File: src/rtl/gray_binary_updown_counter.sv
// ---------------------------------------------------------------------------
// gray_binary_updown_counter
//   WIDTH-bit up/down counter that steps either in plain binary or in
//   reflected Gray code. It has an enable, a synchronous load that beats the
//   enable, and asynchronous active-low reset.
//   A mode or direction change does not convert the register. The raw value
//   is read in the newly selected code and stepped from there.
//
// Ports
//   clk        in   1      rising-edge clock
//   reset_n    in   1      asynchronous reset, active-low
//   en         in   1      advance one step on this edge
//   mode_gray  in   1      0 = binary, 1 = Gray
//   dir_down   in   1      0 = up, 1 = down
//   load       in   1      synchronous load (priority over en)
//   load_value in   WIDTH  raw value written on load
//   count      out  WIDTH  count register (raw code)
//   bin_value  out  WIDTH  binary equivalent of count in the current mode
//   parity     out  1      XOR-reduction of count
//   wrap       out  1      one-cycle pulse after a step across the end
// ---------------------------------------------------------------------------
module gray_binary_updown_counter #(
  parameter int               WIDTH       = 3,
  parameter logic [WIDTH-1:0] RESET_VALUE = '0
) (
  input  logic             clk,
  input  logic             reset_n,
  input  logic             en,
  input  logic             mode_gray,
  input  logic             dir_down,
  input  logic             load,
  input  logic [WIDTH-1:0] load_value,
  output logic [WIDTH-1:0] count,
  output logic [WIDTH-1:0] bin_value,
  output logic             parity,
  output logic             wrap
);

  logic [WIDTH-1:0] r_count;
  logic             r_wrap;

  logic [WIDTH-1:0] w_g2b;     // count decoded as Gray
  logic [WIDTH-1:0] w_base;    // count as a binary ordinal in the current mode
  logic [WIDTH-1:0] w_next_b;  // ordinal after one step
  logic [WIDTH-1:0] w_step;    // next raw register value
  logic             w_wrapped;

  // Each bit of gray2bin is the XOR of all Gray bits at or above it.
  // Computing the bits independently avoids a combinational chain that
  // reads its own output.
  genvar gi;
  generate
    for (gi = 0; gi < WIDTH; gi++) begin : g_g2b
      assign w_g2b[gi] = ^(r_count >> gi);
    end
  endgenerate

  assign w_base    = mode_gray ? w_g2b : r_count;
  assign w_next_b  = dir_down ? (w_base - WIDTH'(1)) : (w_base + WIDTH'(1));
  assign w_step    = mode_gray ? (w_next_b ^ (w_next_b >> 1)) : w_next_b;
  assign w_wrapped = dir_down ? (w_base == '0) : (w_base == '1);

  always_ff @(posedge clk or negedge reset_n) begin
    if (!reset_n) begin
      r_count <= RESET_VALUE;
      r_wrap  <= 1'b0;
    end else if (load) begin
      r_count <= load_value;
      r_wrap  <= 1'b0;
    end else if (en) begin
      r_count <= w_step;
      r_wrap  <= w_wrapped;
    end else begin
      r_wrap  <= 1'b0;
    end
  end

  assign count     = r_count;
  assign bin_value = w_base;
  assign parity    = ^r_count;
  assign wrap      = r_wrap;

endmodule

File: config.mk
export PLATFORM = sky130hd
export DESIGN_NAME = gray_binary_updown_counter
export DESIGN_NICKNAME = d
export VERILOG_FILES = /design/src/rtl/gray_binary_updown_counter.sv
export SDC_FILE = /design/constraint.sdc
export NUM_CORES = 1
export LEC_CHECK = 0
export ABC_AREA = 1
export CORE_MARGIN = 4
export CORE_UTILIZATION = 24
export DETAILED_ROUTE_END_ITERATION = 12
export PLACE_DENSITY = 0.65
export SKIP_LAST_GASP = 1
export SYNTH_ARGS = -nofsm -noshare
export SYNTH_HDL_FRONTEND = slang
export SYNTH_SLANG_ARGS = --single-unit
File: constraint.sdc
create_clock -name clk -period 1.7 [get_ports clk]
set_input_delay 0.17 -clock clk [delete_from_list [all_inputs] [get_ports clk]]
set_output_delay 0.17 -clock clk [all_outputs]
set_load 0.02 [all_outputs]
## Word-level counts from Yosys, hierarchy flattened

Cells that the tools add are included.

- Input port bits: 9
- Output and inout bits: 8
- Word-level logic and storage cells: 19
- Flip-flop bits (word level): 4

- Reduce and logical (&&, ||, !) cells: 5
- Equal/unequal tests: 1
- Mux-type cells: 8
- Add/sub/neg operators: 2
- Bitwise operators: 1

Operators with widths:

| operator | number |
|---|---|
| $mux W3 | 5 |
| $reduce_xor A3 Y1 | 3 |
| $add A3 B1 Y3 const B | 1 |
| $eq A3 B3 Y1 const B | 1 |
| $logic_not A3 Y1 | 1 |
| $mux W1 | 3 |
| $sub A3 B1 Y3 const B | 1 |
| $xor A3 B2 Y3 | 1 |
| $reduce_bool A2 Y1 | 1 |

## Logic depth before layout (Yosys ltp)

Gate-level depths: netlist (run 1).

- Word-level depth: 8
- Depth in mapped cells: 13
- Gate-level depth less buffers: 13

## Worst setup path after synthesis (run 1)

Ideal clock, no wire load.

- Path type: reg-to-reg
- Start: register r_count[1] (netlist: count[1])
- End: register r_count[1] (netlist: count[1])
- Cell stages (with the launch flop): 8
- Required time: 1.578 ns
- Path slack: -0.404 ns
- Library setup time: 0.122 ns
- Buffers on the path: 0
- Arrival time: 1.982 ns
- Period minus slack after synthesis: 2.104 ns
- Cell sequence: dfrtp_1 inv_2 o21ai_0 fa_1 inv_1 nand2_1 nand3_1 nand2_1

- Word-level cells in the longest chain between the ends: 8
- Elaborated cells between the ends (all ways): 10
- Classes of those cells: add/sub (2); mux (5); bitwise (1); reduce/logical (2)

Ends and longest elaborated chain:

| what | RTL line | source |
|---|---|---|
| start, declared | 39 | `logic [WIDTH-1:0] r_count;` |
| start signal, assigned | 68 | `r_count <= load_value;` |
| start signal, assigned | 71 | `r_count <= w_step;` |
| $reduce_xor A3 Y1 | 54 | `assign w_g2b[gi] = ^(r_count >> gi);` |
| $mux W3 * | 58 | `assign w_base = mode_gray ? w_g2b : r_count;` |
| via bin_value[1] | 34 | `output logic [WIDTH-1:0] bin_value,` |
| $add A3 B1 Y3 / $sub A3 B1 Y3 (equally long branches) | 59 | `assign w_next_b = dir_down ? (w_base - WIDTH'(1)) : (w_base + WIDTH'(1));` |
| $mux W3 * | 59 |  |
| $xor A3 B2 Y3 | 60 | `assign w_step = mode_gray ? (w_next_b ^ (w_next_b >> 1)) : w_next_b;` |
| $mux W3 * | 60 |  |
| $mux W3 * | 70 | `end else if (en) begin` |
| $mux W3 * | 67 | `end else if (load) begin` |

Mark *: on every way through the listed nets, which the timed path passes. The rest lies on a longest branch. The select of a mux whose other input is x is not followed.
A chain may end at the register's enable or synchronous reset.

## Worst setup path in the final report (run 1)

- Start: register r_count[2] (netlist: count[2])
- End: register r_count[1] (netlist: count[1])

- Word-level cells in the longest chain between the ends: 8
- Elaborated cells between the ends (all ways): 11
- Classes of those cells: add/sub (2); mux (5); bitwise (1); reduce/logical (3)

Ends and longest elaborated chain:

| what | RTL line |
|---|---|
| $reduce_xor A3 Y1 | 54 |
| $mux W3 * | 58 |
| $add A3 B1 Y3 / $sub A3 B1 Y3 (equally long branches) | 59 |
| $mux W3 * | 59 |
| $xor A3 B2 Y3 | 60 |
| $mux W3 * | 60 |
| $mux W3 * | 70 |
| $mux W3 * | 67 |

Every way passes the cells marked *; elsewhere a longest branch is shown, timed or not. The select of a mux whose other input is x is not followed.

==> results of run 1 <==
-- routing by layer --
layer	wire length [um]	part of all wire (%)	global-route usage, %
met3	48	4.4	4.06
met4	8	0.74	3.23
met1	461	42	11.3
met2	566	52	17.2
met5	0	0	0
-- layout make-up --
| cell class | instances | area (um2) | area share (%) |
|---|---|---|---|
| flip-flops and latches | 4 | 103 | 14.3 |
| clock buffers | 3 | 22.5 | 3.14 |
| well taps | 16 | 20.0 | 2.79 |
| repair buffers | 34 | 292 | 40.6 |
| inverters | 10 | 37.5 | 5.23 |
| multi-input cells | 43 | 244 | 34.0 |
-- report_power, final --
group	total, mW	switching, mW	internal (mW)
clock	0.121	0.0415	0.0791
combinational	0.382	0.187	0.196
sequential	0.120	0.0113	0.109
total	0.623	0.240	0.384
-- critical path: cells and delay by family, from the launching register on --
kind | cells | cell delay, ns
AOI/OAI and AO/OA | 1 | 0.08
adders and majority gates | 1 | 0.49
buffers and inverters | 2 | 0.21
DFF | 1 | 0.41
and+or+nand+nor | 5 | 0.38
-- flip-flops by register name, summed over array words and instances, names as in the netlist --
name / flops
count: 3
wrap: 1
-- how the worst min path moves through the flow --
stage,from,to,slack [ns]
global route,reset_n,wrap$_DFF_PN0_,0.13
floorplan,reset_n,count[0]$_DFFE_PN0P_,-0.13
CTS,reset_n,count[0]$_DFFE_PN0P_,0.14
detailed placement,reset_n,wrap$_DFF_PN0_,0.38
finish,reset_n,wrap$_DFF_PN0_,0.13
global placement,reset_n,wrap$_DFF_PN0_,0.38
-- cells by family (layout without fill, tap and decap cells) --
family / count (synthesis) / count (layout) / synth area share (%)
AO/OA/AOI/OAI: 6 / 6 / 9.71
XOR/XNOR: 1 / 1 / 2.27
adder cells (fa/ha/maj): 2 / 2 / 8.41
buffers and inverters: 12 / 47 / 14.6
flip-flops: 4 / 4 / 25.9
AND/OR/NAND/NOR: 34 / 34 / 39.2
-- cells in the final DEF (no fill, tap or decap), drive strengths merged --
cell type,instances
fa,1
buf,18
dfrtp,4
clkdlybuf4s50,13
nor2,4
a22oi,3
or2,1
dlygate4sd2,3
nand2,19
inv,10
o21ai,3
clkbuf,3
xor2,1
ha,1
nand3,8
nor3,1
nand4,1
-- repair_timing --
action,4_1_cts,5_1_grt
setup endpoints to repair,4,3
setup buffers,2,2
gates resized for setup,3,4
pin swaps,0,3
==> summary.txt, run 1 <==
Required @ worst endpoint: 1.82 ns
Place WS: -0.179 ns
Share of the synthesized area in the top cell type: 25.9%
Top cells by count, synth: nand2_1 (18), inv_1 (8), nand3_1 (7), dfrtp_1 (4), nor2_1 (4)
Period Utilization, post-route: 99.5%
Setup-failing EPs final: 0
Layout fillers: 146
Synth cell types: 18
CTS Hold Buffers Added: 0
Mean Syn Cell Area: 6.55 um2
Longest Clk Path Bufs: 2
Nets: 107
Area leader, netlist: dfrtp_1
Final WS setup: 0.00854 ns
Top-count cell post-synth: nand2_1
Post-Syn Area: 387 um2
Critical Path Start: count[2]$_DFFE_PN0P_
Primary FF master, synth: dfrtp_1
DRC Markers: 0
Placed Cells: 103
EDFF count, synth: 0
CP max FO: 3
FF-to-FF End: count[1]$_DFFE_PN0P_
Fin Hold WS: 0.131 ns
# clock sinks: 4
Tightest Pin Transition: 0.224 ns
Routability cong.: 0.785
Synthesis-stage register bit count: 4
Worst path cell trace: nand2_2 > nand3_2 > buf_4 > o21ai_2 > fa_2 > inv_1 > nand2_1 > nand3_1 > nand2_1
# IOs: 17
CP max-delay cell: fa_2
CP Data Arrival Time: 1.81 ns
VDD IR max: 0.000338 V
Setup slack, reg-to-reg: 0.009 ns
Sequential area share after synthesis: 25.9%
Clock-pin slew on the worst setup and hold paths: 0.04 ns
Clock skew: 0.00243 ns
Root Buffer: clkbuf_4
GRT Overall Usage: 10.0%
Die Width: 48.1 um
Async SR Flop Fraction: 100%
R2R depth: 9
ANT nets after route: 0
Final Hold Viols: 0
Die Ht: 48.1 um
Grt total ovfl: 0
Global-route wire length before repair: 1640 um
WS Path Type: flip-flop to flip-flop
Via count: 493
P&R area growth vs syn: 85.8%
Critical path capture point type: flip-flop
Vias in the first global route: 422
HP Class: primary input to async pin
Area after DPL: 662 um2
CTS tree: done
DR WL/cell: 9.86 um
Pleak: 0.379 nW
R2r startpoint: count[2]$_DFFE_PN0P_
Max Cap Violations: 0
Initial Util: 25.7%
DRT Pass-1 Iters: 6
ANT cells: 0
Crit-path max cell delay: 0.49 ns
Port bufs: 16
RSZ-0062 raised after global routing: yes
Vias per cell: 4.48
CTS Buf Count: 3
Power Dens Cells: 868 nW/um2
Crit start category: flip-flop
Max-slew headroom: 85.0%
Syn_nets: 70
Post-Layout Inst Area: 718 um2
Top area cells in the synthesized netlist: dfrtp_1 (26%), nand2_1 (17%), nand3_1 (9.1%)
Power Total: 623 uW
Worst-skew pair later-pin latency: 0.24 ns
Routed WL: 1090 um
Fmax: 591 MHz
Initial antenna violation count: 0
Synth Instances: 59
Row count: 14
Most frequent CP cell: nand2_1
Outcome: finished, final reports clean
Post-Route Utilization: 47.7%
Synthesis Warnings: 0
DP HPWL: 902 um
Die area: 2320 um2
Max Slew Vio Count: 0
Initial DRC count: 5
Core ar.: 1510 um2
Min cycle time layout: 1.69 ns
Setup_tns: 0 ns
Largest net degree at the start of global routing: 6
Layout cell share with drive strength beyond 1: 37.2%
H-tree depth: 1
Final Non-Filler Cells: 110
Crit path capture: count[1]$_DFFE_PN0P_
(Power assumes the default switching activity.)
==> run 2: changes to the inputs <==
GPL_TIMING_DRIVEN = 0   (was unset)
==> run 2 against run 1 <==
The run now ends with negative setup slack left. Sequential power is 6% higher. Critical path depth up 4. Maximum frequency fell by 4.8%. Clock power is 7% lower. Non-clock buffer count shrank 11. Worst hold slack better by 0.0073 ns. Die area stayed put. Sequential share of layout area grew 0.71 points. Highest routed layer is now met3.
==> summary.txt, run 2 (synthesized netlist as in run 1, its figures left out) <==
Violated checks: negative setup slack
Vias per cell: 4.77
Final WS setup: -0.0770 ns
Max Cap Violations: 0
CP max FO: 4
Routed WL: 1150 um
Most frequent cells in the layout: nand2_1 (12), clkdlybuf4s50_1 (12), buf_4 (7)
Layout cell share with drive strength beyond 1: 39.8%
DRC Markers: 0
Root Buffer: clkbuf_4
Layout fillers: 155
Die Width: 48.1 um
Worst path cell trace: inv_4 > nand2_4 > nand3_4 > nand2_2 > nand2_2 > inv_2 > fa_2 > inv_2 > nand2_2 > nand2_2 > nand3_2 > nand3_2 > nand2_1
Switching share of power: 41.6%
Via count: 472
Clock skew: 0.0000549 ns
VDD IR max: 0.000251 V
CTS tree: done
Place WS: -0.0862 ns
Crit start category: flip-flop
P&R area growth vs syn: 77.0%
Outcome: complete, but fails checks
Share of total power in the clock network: 18.3%
Initial DRC count: 12
Vias in the first global route: 417
Critical path capture point type: flip-flop
FF-to-FF End: count[1]$_DFFE_PN0P_
Max Slew Vio Count: 0
Sequential share of power: 20.6%
Global-route wire length before repair: 1690 um
Final Hold Viols: 0
WS Path Type: flip-flop to flip-flop
Period Utilization, post-route: 105%
HP Class: primary input to async pin
ANT cells: 0
CP Data Arrival Time: 1.89 ns
Largest register FFs: 3
GRT Overall Usage: 10.5%
DP HPWL: 801 um
Area of the multi-input gates: 289 um2
DR WL/cell: 11.6 um
# IOs: 17
Fmax: 563 MHz
Die Ht: 48.1 um
Placed Cells: 90
Sequential cell area: 103 um2
Port bufs: 15
ANT nets after route: 0
Largest net degree at the start of global routing: 10
Power Dens Cells: 900 nW/um2
RSZ-0062 raised after global routing: yes
Longest Clk Path Bufs: 2
Crit-path max cell delay: 0.44 ns
Clock-pin slew on the worst setup and hold paths: 0.03 ns
Row count: 14
Switching power: 256 uW
Min cycle time layout: 1.78 ns
Core ar.: 1510 um2
Max-slew headroom: 85.7%
Final Non-Filler Cells: 99
CP max-delay cell: dfrtp_2
Fin Hold WS: 0.138 ns
Grt total ovfl: 0
Initial Util: 25.7%
Tightest Pin Transition: 0.212 ns
Initial antenna violation count: 0
CTS Buf Count: 3
Worst-skew pair later-pin latency: 0.23 ns
Pint: 360 uW
Nets: 96
Die area: 2320 um2
Post-Route Utilization: 45.4%
Most frequent CP cell: nand2_2
Pleak: 0.342 nW
Required @ worst endpoint: 1.81 ns
# clock sinks: 4
Routability cong.: 0.706
DRT Pass-1 Iters: 4
CTS Hold Buffers Added: 0
Setup slack, reg-to-reg: -0.08 ns
H-tree depth: 1
R2r startpoint: count[1]$_DFFE_PN0P_
Setup-failing EPs final: 2
Comb power frac: 61.1%
R2R depth: 13
-- run 2: changes by cell type in the layout (fill, tap and decap cells not counted) --
cell,change
inv_2,-1
buf_6,+1
clkdlybuf4s50_1,-1
nand3_1,-5
inv_4,+1
nand2_2,+2
nand3_2,+4
buf_4,-11
nand3_4,+1
nand2_4,+1
nand2_1,-3
-- run 2: worst max path at each step --
stage | start | endpoint | slack, ns
2_1_floorplan | count[1]$_DFFE_PN0P_ | count[1]$_DFFE_PN0P_ | -0.03
3_3_place_gp | count[1]$_DFFE_PN0P_ | count[1]$_DFFE_PN0P_ | -0.05
3_5_place_dp | count[1]$_DFFE_PN0P_ | count[1]$_DFFE_PN0P_ | -0.09
4_1_cts | count[1]$_DFFE_PN0P_ | count[1]$_DFFE_PN0P_ | 0.0006
5_1_grt | count[1]$_DFFE_PN0P_ | count[1]$_DFFE_PN0P_ | -0.16
6_report | count[1]$_DFFE_PN0P_ | count[1]$_DFFE_PN0P_ | -0.08
-- run 2: area by class of cell --
class                           instances  share of cell area (%)
Timing Repair Buffer                   21                    28.0
Clock buffer                            3                    3.29
Sequential cell                         4                    15.0
Tap cell                               16                    2.93
Inverter                               10                    5.85
Buffer                                  2                    2.74
Multi-Input combinational cell         43                    42.2
-- run 2: repair_timing --
action / CTS / global route
setup endpoints to repair: 4 / 2
pin swaps: 3 / 7
resized for setup: 5 / 13
setup buffers: 4 / 2
-- run 2: power by group through the flow --
stage | registers, mW | logic, mW | clock network (mW)
2_1_floorplan | 0.140 | 0.167 | 0
3_3_place_gp | 0.132 | 0.286 | 0
3_5_place_dp | 0.132 | 0.292 | 0
4_1_cts | 0.124 | 0.314 | 0.117
5_1_grt | 0.129 | 0.405 | 0.127
6_report | 0.127 | 0.377 | 0.113
-- run 2: per-layer routing --
layer	global-route usage, %	routed length, um	up-vias
met2	17.2	643	11
met5	0	0	-
met4	3.23	0	0
met1	13.1	477	222
met3	3.32	33	0
li1	-	-	239
-- run 2: worst max-delay path, delay by kind of cell (launching register included) --
family	cells	cell delay [ns]
adders and majority gates	1	0.41
buffers and inverters	3	0.22
DFF	1	0.44
and+or+nand+nor	9	0.58
-- run 2: through the flow --
| step | total power [mW] | setup TNS (ns) | area [um2] |
|---|---|---|---|
| finish | 0.616 | -0.151 | 684 |
| global route | 0.661 | -0.380 | 684 |
| detailed placement | 0.423 | -0.0862 | 566 |
| CTS | 0.555 | 0 | 617 |
| floorplan | 0.307 | -0.0328 | 395 |
| global placement | 0.418 | -0.0504 | 566 |
==> run 3: changes to the inputs <==
CORE_MARGIN = unset   (was 4)
PLACE_DENSITY = 0.63   (was 0.65)
clock period = 2.02 ns   (was 1.7 ns; I/O delays follow)
==> run 3 against run 2 <==
The flow now finishes without violations. Global-route usage increased by 2.1 points. Critical path type is now flip-flop to primary output. Flip-flop and latch count unchanged. Clock-buffer cell count unchanged. Largest cell class unchanged. Setup slack improved by 0.23 ns. Via count decreased by 7.6%. First-iteration DRC count decreased by 50%. Clock power decreased by 13%. Clock skew increased by 0.0036 ns.
==> summary.txt, run 3 (synthesized netlist as in run 1, its figures left out) <==
Layout cell share with drive strength beyond 1: 19.0%
Final Hold Viols: 0
ANT cells: 0
Setup-failing EPs final: 0
H-tree depth: 1
R2R depth: 13
Row count: 14
Worst-skew pair later-pin latency: 0.23 ns
Die area: 1780 um2
ANT nets after route: 0
Pleak: 0.324 nW
FF-to-FF End: count[1]$_DFFE_PN0P_
Placed Cells: 90
Root Buffer: clkbuf_4
CTS tree: done
Die Ht: 42.1 um
Clock-pin slew on the worst setup and hold paths: 0.04 ns
Most frequent cells in the layout: nand2_1 (18), clkdlybuf4s50_1 (13), inv_1 (8)
Routability cong.: 0.708
CTS Buf Count: 3
Via count: 436
DRT Pass-1 Iters: 4
Crit start category: flip-flop
Core ar.: 1510 um2
Area of the multi-input gates: 233 um2
Critical path capture point type: primary output
Largest net degree at the start of global routing: 10
DP HPWL: 755 um
Required @ worst endpoint: 1.82 ns
Sequential cell area: 103 um2
Most common cell after layout, fill and taps aside: nand2_1
HP Class: primary input to async pin
Routed WL: 978 um
Clock skew: 0.00366 ns
CTS Hold Buffers Added: 0
Grt total ovfl: 0
Fmax: 535 MHz
Layout fillers: 167
Longest Clk Path Bufs: 2
Outcome: finished, final reports clean
Die Width: 42.1 um
Final Non-Filler Cells: 95
RSZ-0062 raised after global routing: no
Power Dens Cells: 754 nW/um2
DR WL/cell: 10.3 um
GRT Overall Usage: 12.6%
# clock sinks: 4
Port bufs: 15
Setup slack, reg-to-reg: 0.24 ns
R2r startpoint: count[2]$_DFFE_PN0P_
Min cycle time layout: 1.87 ns
Nets: 92
P&R area growth vs syn: 56.3%
Global-route wire length before repair: 1720 um
VDD IR max: 0.000246 V
Critical Path Start: count[2]$_DFFE_PN0P_
# IOs: 17
Max Cap Violations: 0
Setup_tns: 0 ns
Max-slew headroom: 79.9%
DRC Markers: 0
Max Slew Vio Count: 0
Initial Util: 25.7%
Tightest Pin Transition: 0.300 ns
CP Data Arrival Time: 1.67 ns
Initial antenna violation count: 0
Initial DRC count: 6
CP max FO: 7
Vias in the first global route: 414
Period Utilization, post-route: 92.5%
WS Path Type: flip-flop to primary output
Largest register FFs: 3
Vias per cell: 4.59
## run 3: cell count changes in the layout (fill, tap and decap cells not counted), moves of 2 or more
| cell | change |
|---|---|
| buf_4 | -4 |
| nand2_1 | +6 |
| nand3_2 | -4 |
| inv_1 | +2 |
| nand3_1 | +5 |
| nand2_2 | -5 |
| dlygate4sd2_1 | -3 |
| dlymetal6s2s_1 | +2 |
## run 3: stage by stage
| step | utilization (%) | setup slack [ns] | cell area (um2) | hold slack, ns | total power, mW |
|---|---|---|---|---|---|
| floorplan | - | 0.108 | 387 | -0.0936 | 0.251 |
| global placement | 37.0 | 0.147 | 557 | 0.414 | 0.344 |
| detailed placement | 37.0 | 0.130 | 557 | 0.424 | 0.346 |
| CTS | 38.5 | 0.000506 | 579 | 0.174 | 0.449 |
| global route | 40.1 | 0.0310 | 604 | 0.172 | 0.499 |
| finish | 40.1 | 0.152 | 604 | 0.170 | 0.456 |
## run 3: layout make-up
class                           instances  share of cell area [%]
Tap cell                               16                    3.31
Buffer                                  2                    3.11
Inverter                               10                    6.21
Multi-Input combinational cell         43                    38.5
Clock buffer                            3                    3.73
Sequential cell                         4                    17.0
Timing Repair Buffer                   17                    28.2
## run 3: critical path, stage by stage, from the launching register on
cell and delay (ns):
dfrtp_2 0.45, inv_2 0.09, nand2_2 0.07, nand2_1 0.07, xor2_1 0.14, clkdlybuf4s50_1 0.61
## run 3: how the worst max path moves through the flow
stage | slack, ns | endpoint
2_1_floorplan | 0.11 | count[1]$_DFFE_PN0P_
3_3_place_gp | 0.15 | count[1]$_DFFE_PN0P_
3_5_place_dp | 0.13 | count[1]$_DFFE_PN0P_
4_1_cts | 0.0005 | bin_value[1]
5_1_grt | 0.03 | parity
6_report | 0.15 | parity
## run 3: timing repair
item	CTS	global route
buffers inserted	0	2
setup endpoints to repair	0	4
resized for setup	0	5
## run 3: metal layers
layer / GRT usage [%] / part of all wire [%] / wire length (um)
met1: 17.2 / 51 / 502
met2: 19.1 / 47 / 456
met3: 1.29 / 2.0 / 20
met4: 7.50 / 0 / 0
met5: 0 / 0 / 0
## run 3: power by group
| part | leakage (nW) | switching [mW] | internal (mW) |
|---|---|---|---|
| combinational | 0.263 | 0.132 | 0.118 |
| sequential | 0.0478 | 0.0153 | 0.0916 |
| clock | 0.0138 | 0.0323 | 0.0664 |
| total | 0.324 | 0.180 | 0.276 |
